### src/rtl/combat_sequencer.sv
// Two-player attack sequencer and hit referee; all state advances on frame_tick.
// Optional build macro CHIP_DAMAGE_EN: dodged hits still deal 1 hp and pulse hit.
module combat_sequencer #(
  parameter int unsigned HP_INIT    = 100,
  parameter int unsigned KICK_DMG   = 10,
  parameter int unsigned FIGHT_DMG  = 5,
  parameter int unsigned WINDUP_FR  = 4,
  parameter int unsigned ACTIVE_FR  = 3,
  parameter int unsigned RECOVER_FR = 6,
  parameter int unsigned KNOCK_FR   = 8
) (
  input  logic       Clk,
  input  logic       Reset,
  input  logic       frame_tick,
  input  logic       p1_kick_req,
  input  logic       p1_fight_req,
  input  logic       p2_kick_req,
  input  logic       p2_fight_req,
  input  logic       p1_dodge,
  input  logic       p2_dodge,
  input  logic       near_x,
  input  logic       near_y,
  output logic       p1_kick,
  output logic       p1_fight,
  output logic       p2_kick,
  output logic       p2_fight,
  output logic [1:0] back1,
  output logic [1:0] back2,
  output logic [7:0] p1_hp,
  output logic [7:0] p2_hp,
  output logic       p1_hit,
  output logic       p2_hit,
  output logic       p1win,
  output logic       p2win,
  output logic       draw
);

  localparam int unsigned MaxA  = (WINDUP_FR > ACTIVE_FR) ? WINDUP_FR : ACTIVE_FR;
  localparam int unsigned MaxB  = (RECOVER_FR > KNOCK_FR) ? RECOVER_FR : KNOCK_FR;
  localparam int unsigned MaxFr = (MaxA > MaxB) ? MaxA : MaxB;
  localparam int unsigned CW    = $clog2(MaxFr) + 1;

  if (WINDUP_FR < 1 || ACTIVE_FR < 1 || RECOVER_FR < 1 || KNOCK_FR < 1) begin : g_bad_fr
    $error("combat_sequencer: all *_FR parameters must be >= 1");
  end

  typedef enum logic [2:0] {StIdle, StWindup, StActive, StRecover, StKnock} state_e;

  state_e          state_q [2], state_d [2];
  logic [CW-1:0]   cnt_q   [2], cnt_d   [2];
  logic [CW-1:0]   bcnt_q  [2], bcnt_d  [2];
  logic [1:0]      back_q  [2], back_d  [2];
  logic [7:0]      hp_q    [2], hp_d    [2];
  logic [1:0]      is_kick_q, is_kick_d;
  logic [1:0]      kick_q, kick_d, fight_q, fight_d, hit_q, hit_d;
  logic            p1win_q, p1win_d, p2win_q, p2win_d, draw_q, draw_d;

  logic [1:0]      kreq, freq, dodge, strike;
  logic            a, v, anim, over;
  logic [7:0]      dmg;

  assign kreq  = {p2_kick_req, p1_kick_req};
  assign freq  = {p2_fight_req, p1_fight_req};
  assign dodge = {p2_dodge, p1_dodge};

  always_comb begin
    state_d   = state_q;
    cnt_d     = cnt_q;
    bcnt_d    = bcnt_q;
    back_d    = back_q;
    hp_d      = hp_q;
    is_kick_d = is_kick_q;
    hit_d     = '0;
    kick_d    = '0;
    fight_d   = '0;
    p1win_d   = p1win_q;
    p2win_d   = p2win_q;
    draw_d    = draw_q;
    strike    = '0;
    a         = 1'b0;
    v         = 1'b0;
    anim      = 1'b0;
    dmg       = '0;
    over      = p1win_q | p2win_q | draw_q;

    for (int i = 0; i < 2; i++) begin
      a = 1'(i);
      v = ~a;
      strike[a] = (state_q[a] == StActive) && (cnt_q[a] == CW'(ACTIVE_FR)) &&
                  near_x && near_y && (state_q[v] != StKnock);
    end

    if (frame_tick && !over) begin
      for (int i = 0; i < 2; i++) begin
        a = 1'(i);
        unique case (state_q[a])
          StIdle: begin
            if (back_q[a] == 2'd0 && !dodge[a] && (kreq[a] || freq[a])) begin
              state_d[a]   = StWindup;
              cnt_d[a]     = CW'(WINDUP_FR);
              is_kick_d[a] = kreq[a];
            end
          end
          StWindup: begin
            if (cnt_q[a] == CW'(1)) begin
              state_d[a] = StActive;
              cnt_d[a]   = CW'(ACTIVE_FR);
            end else cnt_d[a] = cnt_q[a] - 1'b1;
          end
          StActive: begin
            if (cnt_q[a] == CW'(1)) begin
              state_d[a] = StRecover;
              cnt_d[a]   = CW'(RECOVER_FR);
            end else cnt_d[a] = cnt_q[a] - 1'b1;
          end
          StRecover: begin
            if (cnt_q[a] == CW'(1)) state_d[a] = StIdle;
            else cnt_d[a] = cnt_q[a] - 1'b1;
          end
          StKnock: ;
          default: state_d[a] = StIdle;
        endcase
        // The back code has its own timer; KNOCK ends when it expires.
        if (back_q[a] != 2'd0) begin
          if (bcnt_q[a] == CW'(1)) begin
            back_d[a] = 2'd0;
            if (state_q[a] == StKnock) state_d[a] = StIdle;
          end else bcnt_d[a] = bcnt_q[a] - 1'b1;
        end
      end

      // Resolution uses pre-tick state, so simultaneous strikes trade.
      for (int i = 0; i < 2; i++) begin
        a = 1'(i);
        v = ~a;
        if (strike[a]) begin
          dmg = is_kick_q[a] ? 8'(KICK_DMG) : 8'(FIGHT_DMG);
          if (!dodge[v]) begin
            hp_d[v]    = (hp_q[v] <= dmg) ? 8'd0 : hp_q[v] - dmg;
            hit_d[v]   = 1'b1;
            back_d[v]  = 2'd2;
            bcnt_d[v]  = CW'(KNOCK_FR);
            state_d[v] = StKnock;
          end else begin
            if (back_q[v] != 2'd2) begin
              back_d[v] = 2'd1;
              bcnt_d[v] = CW'(KNOCK_FR);
            end
`ifdef CHIP_DAMAGE_EN
            hp_d[v]  = (hp_q[v] <= 8'd1) ? 8'd0 : hp_q[v] - 8'd1;
            hit_d[v] = 1'b1;
`endif
          end
        end
      end

      if (hp_d[0] == 8'd0 || hp_d[1] == 8'd0) begin
        if (hp_d[0] == 8'd0 && hp_d[1] == 8'd0) draw_d = 1'b1;
        else if (hp_d[1] == 8'd0) p1win_d = 1'b1;
        else p2win_d = 1'b1;
        state_d = '{StIdle, StIdle};
        cnt_d   = '{default: '0};
        bcnt_d  = '{default: '0};
        back_d  = '{default: 2'd0};
      end
    end

    for (int i = 0; i < 2; i++) begin
      a = 1'(i);
      anim = state_d[a] inside {StWindup, StActive, StRecover};
      kick_d[a]  = anim & is_kick_d[a];
      fight_d[a] = anim & ~is_kick_d[a];
    end
  end

  always_ff @(posedge Clk) begin
    if (Reset) begin
      state_q   <= '{StIdle, StIdle};
      cnt_q     <= '{default: '0};
      bcnt_q    <= '{default: '0};
      back_q    <= '{default: 2'd0};
      hp_q      <= '{default: 8'(HP_INIT)};
      is_kick_q <= '0;
      kick_q    <= '0;
      fight_q   <= '0;
      hit_q     <= '0;
      p1win_q   <= 1'b0;
      p2win_q   <= 1'b0;
      draw_q    <= 1'b0;
    end else begin
      state_q   <= state_d;
      cnt_q     <= cnt_d;
      bcnt_q    <= bcnt_d;
      back_q    <= back_d;
      hp_q      <= hp_d;
      is_kick_q <= is_kick_d;
      kick_q    <= kick_d;
      fight_q   <= fight_d;
      hit_q     <= hit_d;
      p1win_q   <= p1win_d;
      p2win_q   <= p2win_d;
      draw_q    <= draw_d;
    end
  end

  assign p1_kick  = kick_q[0];
  assign p2_kick  = kick_q[1];
  assign p1_fight = fight_q[0];
  assign p2_fight = fight_q[1];
  assign back1    = back_q[0];
  assign back2    = back_q[1];
  assign p1_hp    = hp_q[0];
  assign p2_hp    = hp_q[1];
  assign p1_hit   = hit_q[0];
  assign p2_hit   = hit_q[1];
  assign p1win    = p1win_q;
  assign p2win    = p2win_q;
  assign draw     = draw_q;

endmodule

### config.mk
export PLATFORM = sky130hd
export DESIGN_NAME = combat_sequencer
export DESIGN_NICKNAME = d
export VERILOG_FILES = /design/src/rtl/combat_sequencer.sv
export SDC_FILE = /design/constraint.sdc
export NUM_CORES = 1
export LEC_CHECK = 0
export ABC_AREA = 1
export BUFFER_PORTS_ARGS = -buffer_cell sky130_fd_sc_hd__buf_2
export CORE_ASPECT_RATIO = 1.1
export CORE_MARGIN = 2
export CORE_UTILIZATION = 60
export CTS_CLUSTER_DIAMETER = 150
export DETAILED_ROUTE_END_ITERATION = 7
export GPL_TIMING_DRIVEN = 0
export PLACE_DENSITY_LB_ADDON = 0.05
export SYNTH_ARGS = -nofsm -noshare
export SYNTH_HDL_FRONTEND = slang
export SYNTH_SLANG_ARGS = --single-unit
### constraint.sdc
create_clock -name Clk -period 3.3 [get_ports Clk]
set_input_delay 0.165 -clock Clk [delete_from_list [all_inputs] [get_ports Clk]]
set_output_delay 0.165 -clock Clk [all_outputs]
set_load 0.005 [all_outputs]
==> summary.md, run 1 <==
| Metric | Value |
|---|---|
| Footprint of the flip-flops and latches | `1060 µm²` |
| Clock insertion delay at the later pin of the skew report | `320 ps` |
| Average instance area after synthesis | `6.39 µm²` |
| Row count | `30` |
| Count of antenna diodes in the layout | `0` |
| Pin count of the biggest net entering global routing | `19` |
| Final-report max-slew violation count | `0` |
| Number of primary I/O pins | `40` |
| Worst-case hold path end point | `fight_q[0]$_SDFF_PP0_` |
| Post-synthesis to final-layout area growth | `10.3%` |
| Worst-case vdd ir drop | `192 µV` |
| Max-capacitance violation count | `0` |
| Total die area | `6960 µm²` |
| Core region area | `6160 µm²` |
| Power Dens Cells | `337 nW/µm²` |
| Cell type with the highest occurrence count on the critical path | `sky130_fd_sc_hd__nand2_1` |
| Commonest non-fill, non-tap cell in the layout | `sky130_fd_sc_hd__nand2_1` |
| Number of instances in the synthesized netlist | `593` |
| Setup_tns | `0 ps` |
| Routed vias | `3,987` |
| Primary flip-flop cell chosen by synthesis mapping | `sky130_fd_sc_hd__dfxtp_1` |
| Overall power | `1410 µW` |
| Beginning of the critical path | `is_kick_q[0]$_SDFF_PP0_` |
| Max Buffers Root-to-Sink | `2` |
| Maximum fanout along the worst path | `10` |
| Crit-path max cell delay | `390 ps` |
| Crit Reg-Reg Startpoint | `is_kick_q[0]$_SDFF_PP0_` |
| Mapped cell area | `3790 µm²` |
| R2r worst-path depth | `19` |
| Class of the most critical setup path | `reg -> reg` |
| Fin nets | `670` |
| Chip height | `87.3 µm` |
| Transition time at the pin with the least slew margin | `987 ps` |
| Number of clock sinks | `53` |
| Global route total overflow | `0` |
| Buffer count from post-CTS setup fixing | `0` |
| Min setup slack post-route | `322 ps` |
| Quantity of I/O buffers inserted on ports | `39` |
| Post-placement worst setup slack | `292 ps` |
| Vias in the first global route | `3,518` |
| Fraction of layout cells with a size suffix above 1 | `14.5%` |
| Utilization after layout | `67.8%` |
| Top achievable clock speed | `0.336 GHz` |
| Cell at the root of the clock tree | `sky130_fd_sc_hd__clkbuf_8` |
| Synth cell types | `40` |
| TritonCTS clock tree | `yes` |
| Final clock period utilization by the worst path | `90.2%` |
| Total Wirelength | `9820 µm` |
| Reg2Reg Setup Slack | `320 ps` |
| Flops & latches, synth | `53` |
| Initial antenna violation count | `0` |
| Tot GR Track Use | `28.6%` |
| Cell class contributing the biggest share of worst-path delay | `simple AND/OR/NAND/NOR gates` |
| TritonCTS buffer count | `5` |
| Clock slew seen by the registers of the worst setup and hold paths | `120 ps` |
| Post-synth EDFFs | `0` |
| Highest-count cells in the layout ignoring fill and taps | `sky130_fd_sc_hd__nand2_1, sky130_fd_sc_hd__inv_1, sky130_fd_sc_hd__nor2_1` |
| Setup repair after global routing missed its margin | `false` |
| Routability-driven placement congestion ratio | `0.924` |
| Run status | `completed` |
| Critical Path Source Type | `flop` |
| Total number of H-tree levels | `2` |
| Time the worst path needs with I/O delays and setup | `2980 ps` |
| Cells along the critical path | `inv_2, ha_1, inv_1, fa_1, nand2_1, nand3_1, nand2_1, nand2_1, nand2_1, nand2_1, nand3_1, nand2_1, nor2_2, nand2_4, nand2_4, buf_6, nor2_2, nand2_1, a21oi_1` |
| Number of nets still failing antenna checks after routing | `0` |
| Filler Cells Inserted | `572` |
| Final hold violations | `0` |
| Post-DR vias/cell | `5.54` |
| Hold Crit Depth | `4` |
| Yosys synthesis warning count | `0` |
| Sequential fraction of the synthesis area | `28.0%` |
| Net count after synthesis | `624` |
| Critical path data arrival time | `3160 ps` |
| Static power due to leakage | `0.00202 µW` |
| Type of the most critical hold path | `in -> reg` |
| Half-perimeter wire length after placement | `7470 µm` |
| Number of remaining DRC errors | `0` |
| Clock Skew | `14.0 ps` |
| Critical Path End Type | `flop` |
| Number of endpoints failing setup at the final stage | `0` |
| Chip width | `79.8 µm` |
| First-pass detailed-route iteration total | `5` |
| Worst reg2reg endpoint | `cnt_q[6]$_SDFFE_PP0P_` |
| Hold Path Origin | `Reset` |
| Normalized max-slew margin | `33.2%` |
| Total area of multi-input combinational cells | `2330 µm²` |
| Slowest cell on the critical path | `sky130_fd_sc_hd__fa_1` |
| Buffers & Inverters on Critical Path | `3` |
| Initial cell density of the core | `61.5%` |
| DR iter-0 viols | `228` |
| FFs w/ async S/R, synth | `0%` |
| Wire length of the first global-routing pass | `15,800 µm` |
| Avg WL per Cell | `13.6 µm` |
| CP required | `3490 ps` |
## how the worst max path moves through the flow
stage,end,slack (ps),cells past startpoint
global placement,cnt_q[7]$_SDFFE_PP0P_,300,19
global route,cnt_q[3]$_SDFFE_PP0P_,50,19
floorplan,cnt_q[0]$_SDFFE_PP0P_,760,20
detailed placement,cnt_q[7]$_SDFFE_PP0P_,290,19
finish,cnt_q[6]$_SDFFE_PP0P_,320,19
CTS,cnt_q[7]$_SDFFE_PP0P_,260,19
## per-stage QoR
stage / instances / area, µm² / hold WS (ps)
after floorplan: 593 / 3790 / 355
after global placement: 712 / 4080 / 454
after detailed placement: 712 / 4080 / 465
after CTS: 720 / 4180 / 156
after global routing: 720 / 4180 / 200
final: 720 / 4180 / 177
## cell type report
class	instances	share of cell area, %
inverters	84	7.55
repair buffers	39	4.67
multi-input cells	441	55.8
clock inverters	3	0.599
well taps	80	2.40
plain buffers	15	1.92
clock buffers	5	1.65
flip-flops and latches	53	25.4
## per-layer routing
metal,up-vias,global-route usage (%),wire (µm)
met3,28,3.73,565
met4,0,8.32,223
li1,1999,-,-
met5,-,0,0
met1,1816,37.4,4450
met2,144,49.4,4580
## what timing repair did
item                       4_1_cts  5_1_grt
setup endpoints to repair        0        7
hold buffers                     0        0
gates resized for setup          0        1
## flip-flops by register name, summed over array words and instances, names as in the netlist
name       count
is_kick_q      2
state_q        6
back2          2
p1_hp          8
p2win          1
bcnt_q         8
kick_q         2
hit_q          2
p1win          1
fight_q        2
back1          2
cnt_q          8
draw           1
p2_hp          8
## synth_stat cells, drive strengths merged, types with 8 or more instances
cell	n	area, µm²
nand3	59	313
o21ai	32	160
nand2	153	609
nand4	8	71.3
xor2	10	87.6
nor3	15	85.1
ha	18	225
a21oi	49	249
dfxtp	53	1060
nor2	78	359
inv	83	312
clkbuf	10	37.5
## report_power, final
part	total, µW	leakage [µW]	internal, µW	switching (µW)
clock network	406	0.0000452	156	250
logic	312	0.00154	109	203
registers	689	0.000432	663	26.0
total	1410	0.00202	927	479
## worst register-to-register path, cell delays in order, from the launching register on
cell	delay, ps
sky130_fd_sc_hd__dfxtp_1	360
sky130_fd_sc_hd__inv_2	130
sky130_fd_sc_hd__ha_1	230
sky130_fd_sc_hd__inv_1	70
sky130_fd_sc_hd__fa_1	390
sky130_fd_sc_hd__nand2_1	80
sky130_fd_sc_hd__nand3_1	90
sky130_fd_sc_hd__nand2_1	150
sky130_fd_sc_hd__nand2_1	70
sky130_fd_sc_hd__nand2_1	150
sky130_fd_sc_hd__nand2_1	120
sky130_fd_sc_hd__nand3_1	120
sky130_fd_sc_hd__nand2_1	70
sky130_fd_sc_hd__nor2_2	180
sky130_fd_sc_hd__nand2_4	110
sky130_fd_sc_hd__nand2_4	110
sky130_fd_sc_hd__buf_6	180
sky130_fd_sc_hd__nor2_2	60
sky130_fd_sc_hd__nand2_1	90
sky130_fd_sc_hd__a21oi_1	70
## cells by family after synthesis
group / Yosys count / share of synthesized area (%)
buf+inv: 99 / 10.4
flops: 53 / 28.0
fa+ha+maj: 20 / 7.00
xor+xnor: 12 / 2.78
simple gates: 317 / 38.6
compound gates: 92 / 13.1
No activity file was read; power rests on OpenSTA's default activity.
==> inputs of run 2 (changes only) <==
--- a/config.mk
+++ b/config.mk
@@ -13,7 +13,7 @@
 export CTS_CLUSTER_DIAMETER = 150
 export DETAILED_ROUTE_END_ITERATION = 7
 export GPL_TIMING_DRIVEN = 0
-export PLACE_DENSITY_LB_ADDON = 0.05
+export PLACE_DENSITY_LB_ADDON = 0.3
 export SYNTH_ARGS = -nofsm -noshare
 export SYNTH_HDL_FRONTEND = slang
 export SYNTH_SLANG_ARGS = --single-unit
==> run 2 against run 1 <==
Core utilization grew 0.10 points. Final cell count unchanged. Highest routed layer unchanged. Global-route usage decreased by 0.11 points. Worst hold slack gained 4.1 ps.
==> summary.md, run 2 (synthesis gave the netlist of run 1 again) <==
| Metric | Value |
|---|---|
| Setup_tns | `0 ps` |
| Worst reg2reg endpoint | `fight_q[1]$_SDFF_PP0_` |
| Number of clock sinks | `53` |
| Cell at the root of the clock tree | `sky130_fd_sc_hd__clkbuf_8` |
| R2r worst-path depth | `18` |
| Number of placed instances, taps included | `712` |
| Count of antenna diodes in the layout | `0` |
| Buffer count from post-CTS setup fixing | `0` |
| Instance area at placement | `4080 µm²` |
| Cell type with the highest occurrence count on the critical path | `sky130_fd_sc_hd__nand2_1` |
| Critical path data arrival time | `3260 ps` |
| Worst-case vdd ir drop | `238 µV` |
| Avg WL per Cell | `13.4 µm` |
| Sequential share of power | `48.7%` |
| Class of the most critical setup path | `reg -> reg` |
| Post-DR vias/cell | `5.47` |
| Final clock period utilization by the worst path | `91.7%` |
| TritonCTS clock tree | `yes` |
| Critical Path Source Type | `flop` |
| Hold Crit Depth | `4` |
| Quantity of I/O buffers inserted on ports | `39` |
| Routability-driven placement congestion ratio | `0.916` |
| Portion of total power attributed to combinational logic | `22.2%` |
| DR iter-0 viols | `338` |
| First-pass detailed-route iteration total | `5` |
| Cell class contributing the biggest share of worst-path delay | `simple AND/OR/NAND/NOR gates` |
| Core region area | `6160 µm²` |
| Routed vias | `3,937` |
| Critical Path End Type | `flop` |
| Proportion of power drawn by the clock network | `29.2%` |
| Number of remaining DRC errors | `0` |
| Crit-path max cell delay | `390 ps` |
| Buffers & Inverters on Critical Path | `3` |
| Run status | `completed` |
| Reg2Reg Setup Slack | `270 ps` |
| Top achievable clock speed | `0.331 GHz` |
| CP required | `3530 ps` |
| Static power due to leakage | `0.00203 µW` |
| Vias in the first global route | `3,467` |
| Switching share of power | `33.0%` |
| Max Buffers Root-to-Sink | `2` |
| Type of the most critical hold path | `in -> reg` |
| Total number of H-tree levels | `2` |
| Pin count of the biggest net entering global routing | `18` |
| Final-report max-slew violation count | `0` |
| Total die area | `6960 µm²` |
| Number of endpoints failing setup at the final stage | `0` |
| Wire length of the first global-routing pass | `16,000 µm` |
| Chip width | `79.8 µm` |
| Max-capacitance violation count | `0` |
| Power Dens Cells | `338 nW/µm²` |
| Worst-case hold path end point | `fight_q[0]$_SDFF_PP0_` |
| Top routing layer in use | `met4` |
| Total Wirelength | `9650 µm` |
| TritonCTS buffer count | `5` |
| Normalized max-slew margin | `39.0%` |
| Maximum fanout along the worst path | `10` |
| Half-perimeter wire length after placement | `7550 µm` |
| Global route total overflow | `0` |
| Transition time at the pin with the least slew margin | `901 ps` |
| Tot GR Track Use | `28.5%` |
| Amount of wire on met3 after detailed routing | `502 µm` |
| Initial antenna violation count | `0` |
| Fraction of layout cells with a size suffix above 1 | `14.5%` |
| Chip height | `87.3 µm` |
| Number of primary I/O pins | `40` |
| Hold Path Origin | `Reset` |
| Length of routed met2 wiring | `4750 µm` |
| Time the worst path needs with I/O delays and setup | `3030 ps` |
| Cells along the critical path | `inv_2, ha_1, inv_1, fa_1, nand2_1, nand3_1, nand2_1, nand2_1, nand2_1, nand2_1, nand3_1, nand2_1, nor2_2, nand2_4, nand2_4, buf_6, a21oi_2, nor3_2` |
| Clock insertion delay at the later pin of the skew report | `310 ps` |
| Final hold violations | `0` |
| Hold_buf cts | `0` |
| Internal power contribution | `947 µW` |
| Clock slew seen by the registers of the worst setup and hold paths | `110 ps` |
| Clock Skew | `10.1 ps` |
| Post-Layout Cell Count | `720` |
| Post-route standard cell area excluding fillers | `4180 µm²` |
| Slowest cell on the critical path | `sky130_fd_sc_hd__fa_1` |
| Fin nets | `670` |
| Power dissipated by switching net loads | `467 µW` |
| Setup repair after global routing missed its margin | `false` |
| Initial cell density of the core | `61.5%` |
| Crit Reg-Reg Startpoint | `is_kick_q[0]$_SDFF_PP0_` |
| Number of nets still failing antenna checks after routing | `0` |
| Row count | `30` |
| Met1 layer wirelength in the final routing | `4280 µm` |
| Resized cells post-CTS | `0` |
| Commonest non-fill, non-tap cell in the layout | `sky130_fd_sc_hd__nand2_1` |
| Post-synthesis to final-layout area growth | `10.4%` |
| Highest-count cells in the layout ignoring fill and taps | `sky130_fd_sc_hd__nand2_1, sky130_fd_sc_hd__inv_1, sky130_fd_sc_hd__nor2_1` |
-- run 2: cell types whose count changed in the layout (fill, tap and decap cells not counted), sizes merged --
cell / change
clkbuf: +1
clkinv: +1
clkinvlp: -1
inv: -1
-- run 2: worst max-delay path by stage --
stage | from | to | depth (start not counted)
floorplan | is_kick_q[0]$_SDFF_PP0_ | cnt_q[0]$_SDFFE_PP0P_ | 20
global placement | is_kick_q[0]$_SDFF_PP0_ | fight_q[1]$_SDFF_PP0_ | 18
detailed placement | is_kick_q[0]$_SDFF_PP0_ | fight_q[1]$_SDFF_PP0_ | 18
CTS | is_kick_q[0]$_SDFF_PP0_ | fight_q[1]$_SDFF_PP0_ | 18
global route | is_kick_q[1]$_SDFF_PP0_ | fight_q[1]$_SDFF_PP0_ | 18
finish | is_kick_q[0]$_SDFF_PP0_ | fight_q[1]$_SDFF_PP0_ | 18
-- run 2: power groups by stage --
stage	combinational [µW]	clock, µW	sequential [µW]
4_1_cts	310	413	688
3_5_place_dp	308	0	702
3_3_place_gp	300	0	701
2_1_floorplan	228	0	698
6_report	313	412	688
5_1_grt	356	438	692
-- run 2: layout make-up --
type                    count  area, µm²
multi-input cells         441       2330
plain buffers              15       80.1
clock buffers               6       82.6
repair buffers             39        195
well taps                  80        100
fillers                   593       1970
inverters                  84        315
flip-flops and latches     53       1060
clock inverters             2       17.5
-- run 2: worst register-to-register path: cells and delay by family (launching register included) --
kind	cells	cell delay [ps]
adders and majority gates	2	610
DFF	1	360
AOI/OAI and AO/OA	1	90
and+or+nand+nor	12	1500
buffers and inverters	3	380
-- run 2: routing by layer --
layer / track usage (%) / vias up
met2: 50.0 / 110
met5: 0 / -
met3: 3.32 / 12
li1: - / 2006
met1: 37.9 / 1809
met4: 5.55 / 0
-- run 2: per-stage QoR --
stage	utilization, %	hold slack, ps	power (µW)	setup WS [ps]
2_1_floorplan	-	355	926	761
3_3_place_gp	66.3	472	1000	278
3_5_place_dp	66.3	479	1010	225
4_1_cts	67.9	179	1410	181
5_1_grt	67.9	215	1490	32.1
6_report	67.9	181	1410	275
